**src/rtl/ccr_pkg.sv**
```systemverilog
// Shared condition-code register definitions: reset value, bit positions and
// the carry-control encodings understood by the status register.
package ccr_pkg;

  localparam int FLAG_W = 4;

  localparam logic [FLAG_W-1:0] CCR_RESET = 4'b1000;

  // Bit positions inside the CCR word {1, C, N, Z}.
  localparam int CCR_Z   = 0;
  localparam int CCR_N   = 1;
  localparam int CCR_C   = 2;
  localparam int CCR_ONE = 3;

  // Carry-control field of the status register update.
  typedef enum logic [1:0] {
    CC_LOAD    = 2'b00,
    CC_CLRC    = 2'b01,
    CC_RESTORE = 2'b10,
    CC_SETC    = 2'b11
  } carry_ctrl_e;

endpackage : ccr_pkg

```
**src/rtl/ccr_lifo.sv**
```systemverilog
// Storage for saved CCR words: one write port and a combinational read of
// the current top entry (mem[depth-1]). Depth tracking lives in the parent.
module ccr_lifo
  import ccr_pkg::*;
#(
  parameter int DEPTH = 4,
  parameter int W     = FLAG_W
) (
  input  logic                     clk,
  input  logic                     we,
  input  logic [$clog2(DEPTH)-1:0] waddr,
  input  logic [W-1:0]             wdata,
  input  logic [$clog2(DEPTH):0]   depth,
  output logic [W-1:0]             top
);

  localparam int AW = $clog2(DEPTH);
  localparam int DW = AW + 1;

  logic [W-1:0]  mem [DEPTH];
  logic [AW-1:0] top_idx;

  // With depth == 0 the index wraps; the parent never uses top when empty.
  assign top_idx = AW'(depth - DW'(1));
  assign top     = mem[top_idx];

  // Single write port into the entry array.
  // NOTE: the array has no reset on purpose; contents are only read below the
  // depth pointer, so clearing it would just add reset fan-out for nothing.
  always_ff @(posedge clk) begin
    if (we) begin
      mem[waddr] <= wdata;
    end
  end

endmodule : ccr_lifo

```
**src/rtl/ccr_save_stack.sv**
```systemverilog
// Interrupt-context CCR save/restore stack. Push captures the live CCR on
// interrupt entry; pop (RTI) returns the newest entry with a one-cycle
// restoreValid strobe feeding the status register's savedStatus input.
module ccr_save_stack #(
  parameter int DEPTH  = 4,
  parameter int FLAG_W = 4
) (
  input  logic                   clk,
  input  logic                   reset,
  input  logic                   hold,
  input  logic                   push,
  input  logic                   pop,
  input  logic [FLAG_W-1:0]      liveFlags,
  output logic [FLAG_W-1:0]      savedStatus,
  output logic                   restoreValid,
  output logic [$clog2(DEPTH):0] depth,
  output logic                   empty,
  output logic                   full,
  output logic                   overflowErr,
  output logic                   underflowErr
);

  import ccr_pkg::CCR_RESET;

  localparam int AW = $clog2(DEPTH);
  localparam int DW = AW + 1;

  logic [DW-1:0]     depth_q, depth_nxt;
  logic [FLAG_W-1:0] saved_q, saved_nxt;
  logic              rv_q, rv_nxt;
  logic              ovf_q, ovf_nxt;
  logic              unf_q, unf_nxt;

  logic              we;
  logic [AW-1:0]     waddr;
  logic [AW-1:0]     top_idx;
  logic [FLAG_W-1:0] top;
  logic              is_empty, is_full;

  // Status flags come only from registered depth, never from push/pop.
  assign is_empty = (depth_q == '0);
  assign is_full  = (depth_q == DW'(DEPTH));
  assign top_idx  = AW'(depth_q - DW'(1));

  // The write is suppressed during reset so a stray push cannot land.
  ccr_lifo #(
    .DEPTH (DEPTH),
    .W     (FLAG_W)
  ) u_lifo (
    .clk   (clk),
    .we    (we && !reset),
    .waddr (waddr),
    .wdata (liveFlags),
    .depth (depth_q),
    .top   (top)
  );

  // Next-state decode: pop resolves first, then push against the result.
  // NOTE: every always_comb output gets a default up front so no path can
  // leave it unassigned and infer a latch.
  always_comb begin
    depth_nxt = depth_q;
    saved_nxt = saved_q;
    rv_nxt    = 1'b0;
    ovf_nxt   = ovf_q;
    unf_nxt   = unf_q;
    we        = 1'b0;
    waddr     = depth_q[AW-1:0];

    if (!hold) begin
      if (pop) begin
        if (!is_empty) begin
          saved_nxt = top;
          rv_nxt    = 1'b1;
        end else begin
          unf_nxt = 1'b1;
        end
      end

      if (push) begin
        if (pop && !is_empty) begin
          // Pop-then-push: the vacated top slot takes the new entry.
          we    = 1'b1;
          waddr = top_idx;
        end else if (!is_full) begin
          we        = 1'b1;
          waddr     = depth_q[AW-1:0];
          depth_nxt = depth_q + DW'(1);
        end else begin
          ovf_nxt = 1'b1;
        end
      end else if (pop && !is_empty) begin
        depth_nxt = depth_q - DW'(1);
      end
    end
  end

  // State registers with synchronous reset; hold is folded into the decode.
  // NOTE: sequential state uses non-blocking assignments so every register
  // samples pre-edge values regardless of statement order.
  always_ff @(posedge clk) begin
    if (reset) begin
      depth_q <= '0;
      saved_q <= CCR_RESET;
      rv_q    <= 1'b0;
      ovf_q   <= 1'b0;
      unf_q   <= 1'b0;
    end else begin
      depth_q <= depth_nxt;
      saved_q <= saved_nxt;
      rv_q    <= rv_nxt;
      ovf_q   <= ovf_nxt;
      unf_q   <= unf_nxt;
    end
  end

  assign savedStatus  = saved_q;
  assign restoreValid = rv_q;
  assign depth        = depth_q;
  assign empty        = is_empty;
  assign full         = is_full;
  assign overflowErr  = ovf_q;
  assign underflowErr = unf_q;

endmodule : ccr_save_stack

```
**config.mk**
```make
export PLATFORM = sky130hd
export DESIGN_NAME = ccr_save_stack
export DESIGN_NICKNAME = d
export VERILOG_FILES = /design/src/rtl/ccr_pkg.sv /design/src/rtl/ccr_lifo.sv /design/src/rtl/ccr_save_stack.sv
export SDC_FILE = /design/constraint.sdc
export NUM_CORES = 1
export LEC_CHECK = 0
export ABC_AREA = 1
export CAP_MARGIN = 30
export CORE_MARGIN = 5
export CORE_UTILIZATION = 50
export CTS_CLUSTER_DIAMETER = 80
export DETAILED_ROUTE_END_ITERATION = 12
export GPL_ROUTABILITY_DRIVEN = 0
export GPL_TIMING_DRIVEN = 0
export PLACE_DENSITY = 0.8
export SETUP_SLACK_MARGIN = 0.5
export SYNTH_ARGS = -nofsm -noshare
export SYNTH_HDL_FRONTEND = slang
export SYNTH_HIERARCHICAL = 1
export SYNTH_SLANG_ARGS = --single-unit
export TNS_END_PERCENT = 10
```
**constraint.sdc**
```tcl
create_clock -name clk -period 5.2 [get_ports clk]
set_input_delay 1.04 -clock clk [delete_from_list [all_inputs] [get_ports clk]]
set_output_delay 1.04 -clock clk [all_outputs]
set_load 0.01 [all_outputs]
```
==> After elaboration in Yosys (flattened, before gate mapping) <==
Memory sizes are Yosys's and may differ from the RTL's. A register that Yosys moved wholly into a read port is not among the register bits.
Cells that the tools add are included.
{ "word_totals": {"ff_bits": 6, "latchBits": 0, "ram_bits": 16, "romBits": 0, "input_bits": 9, "out_inout_bits": 12, "wordCells": 39, "mem_count": 1} }
{ "mem_list": {"columns": ["name", "depth", "width", "read_ports", "rd_ports_with_merged_regs", "wr", "line", "source"], "rows": [
  ["u_lifo.mem", 4, 4, 1, 1, 1, "ccr_lifo.sv:20", "logic [W-1:0] mem [DEPTH];"]
]} }
{ "op_classes": {"n_addsub": 2, "mul": 0, "div_mod_pow": 0, "order_cmp": 0, "n_eq_ne": 3, "n_shift": 0, "muxes": 14, "bitwise_logic": 4, "n_reduce_logical": 11} }
{ "op_table": {"columns": ["op", "count"], "rows": [
  ["$mux W3", 4],
  ["$reduce_and A4 Y1", 2],
  ["$mux W1", 7],
  ["$mux W2", 3],
  ["$reduce_and A3 Y1", 2],
  ["$not A1 Y1", 4],
  ["$add A3 B1 Y3 const B", 1],
  ["$eq A3 B3 Y1 const B", 1],
  ["$logic_not A3 Y1", 1],
  ["$reduce_or A3 Y1", 1],
  ["$sub A3 B1 Y3 const B", 1],
  ["$logic_and A1 B1 Y1", 2],
  ["$logic_not A1 Y1", 2],
  ["$ne A2 B1 Y1 const B", 1],
  ["$ne A2 B2 Y1 const B", 1],
  ["$reduce_bool A2 Y1", 1]
]} }

==> Depth between registers and ports, before layout <==
{ "depth": {"ltp_word": 9, "depth_mapped": 10, "ltp_nobuf": 10} }

==> Hierarchy <==
The synthesis kept the hierarchy.
{ "modules_own_cells": {"columns": ["module", "instances", "cells_per_inst", "area_each_um2", "seq_area_each_um2"], "rows": [
  ["ccr_lifo", 1, 65, 714.4, 480.5],
  ["ccr_save_stack", 1, 76, 534.3, 200.2]
]} }

==> Worst setup path after synthesis <==
OpenSTA, ideal clock, no wires.
{ "synth_timing": {"path_type": "input -> register", "from": "in pop", "to": "mem u_lifo/mem[1][0] in the netlist's numbering (enable)", "setup_time_ps": 361, "arrival_time_ps": 1969, "required_time_ps": 4839, "setup_slack_ps": 2870, "cell_stages": 6, "n_path_buf": 0, "cell_sequence": "nand2_2 -> nor2_4 -> nand2_2 -> xor2_1 -> inv_1 -> nor3_1"} }
{ "synth_between": {"word_cells_on_any_way": 10, "cone_classes": "8 x mux; 2 x reduce/logical"} }
{ "synth_lines": {"columns": ["item", "line", "source"], "rows": [
  ["start: declaration", "ccr_save_stack.sv:12", "input logic pop,"],
  ["$logic_and A1 B1 Y1", "ccr_save_stack.sv:81", "if (pop && !is_empty) begin"],
  ["$mux W2", "ccr_save_stack.sv:81", null],
  ["$mux W2", "ccr_save_stack.sv:80", "if (push) begin"],
  ["$mux W2", "ccr_save_stack.sv:70", "if (!hold) begin"],
  ["via waddr[0]", "ccr_save_stack.sv:35", "logic [AW-1:0] waddr;"],
  ["end: declaration", "ccr_lifo.sv:20", null]
]} }
The timed path passes the listed nets, and every way through them passes these cells.

==> Worst setup path in the final report <==
{ "layout_timing": {"from": "in pop", "to": "mem u_lifo/mem[2][0] in the netlist's numbering (enable)"} }
Same word-level chain as after synthesis.

==> impl_summary.txt <==
----------------------------------------------------
[Timing]
  Final count of negative-setup-slack endpoints ... 0
  F_max ... 340 MHz
  Slew at the pin with the worst max-slew slack ... around 0.71 ns
  Final number of max-transition violations ... 0
  Total negative setup slack ... 0 ns
  Normalized max-slew margin ... 0.523
  Count of endpoints failing hold in the final timing report ... 0
  Worst clock skew on the final layout ... ~0.0082 ns
  Unrepaired setup endpoints after global routing ... false
  Share of the cycle needed by the critical path after routing ... 0.566
  Time the worst path needs with I/O delays and setup ... 2.94 ns

[Detailed routing]
  Aggregate routed wire length ... between 2 and 2.5 mm
  Number of violations reported at the end of detailed-routing iteration 0 ... 39
  Detailed-route via count ... between 900 and 1000
  WL/cell ... 12.6 um
  Detailed Routing Iterations Pass 1 ... 4
  Number of antenna-violating nets in the routed design ... 0
  Routed via count divided by cell count ... 5.04
  # DRC ... 0

[Die]
  IO Pins ... 21
  Vert. Die Dim ... 60.0 um
  Row count ... 18
  Die outline area ... 0.00360 mm^2
  Die extent in x ... 60.0 um
  Core outline area ... 0.00243 mm^2
  Initial standard-cell utilization of the core ... 0.513

[Clocking]
  TritonCTS clock tree ... done
  Bufs on Longest Clock Path ... 2
  Number of H-tree levels ... 1
  Root cell of the clock tree ... clkbuf_4
  CTS-repair resized insts ... 0
  Number of clock sinks seen by CTS ... 26
  Hold Buf Count CTS ... 0
  Reg clk slew, reported paths ... 0.15 ns
  Total clock buffers created by CTS ... 3
  Number of setup buffers added after CTS ... 0
  Clock insertion delay at the later pin of the skew report ... 0.32 ns

[Cells and area]
  Final #Nets ... ~180
  Total of fill cells in the finished design ... ~220
  Share of layout cells above drive strength 1 ... 0.164
  Most common cell after layout, fill and taps aside ... nand2_1
  Antenna Cells ... 0
  Post-layout instance count excluding filler cells ... 195
  Area delta synth->final ... 23.2%
  Commonest cells after routing, fill and taps aside ... 50 x nand2_1, 20 x clkdlybuf4s50_1, 16 x edfxtp_1

[Power and ir drop]
  Max rail drop VDD ... roughly 0.00022 V
  Static leakage ... 0.665 nW
  Pwr dens ... 315 mW/mm^2

[Logic synthesis]
  Netlist cell types ... 20
  Adder-cell share of the synthesized area ... 0.0301
  Mux cell area share after synthesis ... 0
  Combinational family with the most area after synthesis ... simple AND/OR/NAND/NOR gates
  Syn Area/Cell ... 8.86 um^2
  Post-synthesis compound-gate area fraction ... 0.0261
  Synthesized flop and latch total ... 26
  Post-synthesis instance total ... 141
  Post-synthesis net count ... 153
  Share of synthesized area occupied by flip-flops and latches ... 0.545
  Count of yosys warnings during synthesis ... 6
  Netlist area before placement ... 0.00125 mm^2
  Synth Area in Simple Gates ... 0.324
  Xor and xnor area share after synthesis ... 0.0140

[Worst setup path]
  Startpoint type of the worst setup path ... input port
  Capturing element type of the critical path ... register
  WP buf/inv ... 2
  Crit path max fanout ... 6
  Critical Setup Path Class ... in -> reg
  Largest stage delay on the critical path ... 0.60 ns
  Ordered cell list for the critical path ... clkdlybuf4s50_1 -> nand2_2 -> nor2_4 -> nand2_2 -> o21ai_1 -> inv_1 -> nor3_1
  Required time of the critical path ... 5.17 ns
  Worst-case register-to-register setup slack ... 2.57 ns
  Critical Path Most Common Cell ... nand2_2
  Data arrival time of the worst path ... 2.91 ns
  Max stage delay cell, worst path ... nor3_1
  Instance count on the critical path ... 7
  Depth of the worst register-to-register path ... 9
  Critical path's top delay family ... simple AND/OR/NAND/NOR gates

[Min path]
  Hold Path Depth ... 2
  Worst min path class ... reg -> reg

[Outcome]
  Outcome ... finished clean

[Job]
  Number of max-cap violations ... 0

[Global route]
  Grt ovf ... 0
  Number of antenna violations at the first check in global routing ... 0
  GR Util All Layers ... 0.161
  Wire length of the first global-routing pass ... 4.33 mm
  Number of global-route vias before repair ... 979
  Maximum number of pins on one net before global-route repair ... 16

[Placement]
  Half-perimeter wire length after detailed placement ... 1.84 mm
  Placed insts ... 191
  Port-buffer cells ... 20

----------------------------------------------------
-- layer usage --
metal,track usage,share of wire,vias up
met5,0,0,-
met3,0.0432,0.066,8
met2,0.253,0.47,34
li1,-,-,496
met1,0.208,0.43,445
met4,0.0696,0.025,0
-- worst paths after layout --
path,from,endpoint
max reg2reg,depth[1],u_lifo/mem[2][0]
min reg2reg,savedStatus[3],savedStatus[3]
min,savedStatus[3],savedStatus[3]
max,pop,u_lifo/mem[2][0]
-- layout make-up --
class                           count  area, um^2  area share
Buffer                              1        11.3     0.00732
Clock buffer                        3        22.5      0.0146
Clock inverter                      1        30.0      0.0195
Inverter                           16        65.1      0.0423
Multi-Input combinational cell     98         492       0.320
Sequential cell                    26         681       0.442
Tap cell                           30        37.5      0.0244
Timing Repair Buffer               20         200       0.130
-- state kept, by name (all words and copies together) (netlist names) --
signal,cells
overflowErr,1
depth,3
u_lifo/mem,16
savedStatus,4
underflowErr,1
restoreValid,1
-- cells in the mapped netlist --
cell,number,area share
inv_2,4,0.012
nand2_4,3,0.027
nor3_1,4,0.016
xor2_1,2,0.014
nor2_2,4,0.020
a31oi_1,2,0.010
nand3_1,3,0.012
ha_1,3,0.030
inv_1,11,0.033
o21ai_1,4,0.016
nand2_1,50,0.15
inv_6,1,0.0070
nor4_1,1,0.0050
nand2_2,8,0.040
nor2_1,12,0.036
nand3_2,1,0.0080
dfxtp_1,10,0.16
nor2_4,1,0.0090
buf_6,1,0.0090
edfxtp_1,16,0.38
-- metrics by stage --
step	total power [W]	setup slack, ns	hold WS [ns]	area (um^2)	util
after floorplan	0.000308	2.87	0.489	1250	-
after global placement	0.000347	1.98	0.443	1490	0.611
after detailed placement	0.000350	1.93	0.469	1490	0.611
after CTS	0.000487	2.27	0.502	1540	0.633
after global routing	0.000510	2.10	0.539	1540	0.633
final	0.000485	2.26	0.500	1540	0.633
-- power by group --
part	internal, W	total [W]	switching (W)	leakage (nW)
sequential	0.000228	0.000235	0.00000743	0.226
combinational	0.0000469	0.000112	0.0000648	0.411
clock	0.0000779	0.000138	0.0000602	0.0279
-- worst reg2reg max path, delay by kind of cell, from the launching register on --
| kind | cells | cell delay [ns] |
|---|---|---|
| and+or+nand+nor | 5 | 1.03 |
| DFF | 1 | 0.53 |
| AOI/OAI and AO/OA | 1 | 0.25 |
| buffers and inverters | 2 | 0.24 |
| adders and majority gates | 1 | 0.22 |
-- cells by family after synthesis --
| group | count (synthesis) |
|---|---|
| simple gates | 87 |
| fa+ha+maj | 3 |
| compound gates | 6 |
| xor+xnor | 2 |
| flops | 26 |
| buf+inv | 17 |
(Power assumes the default switching activity.)
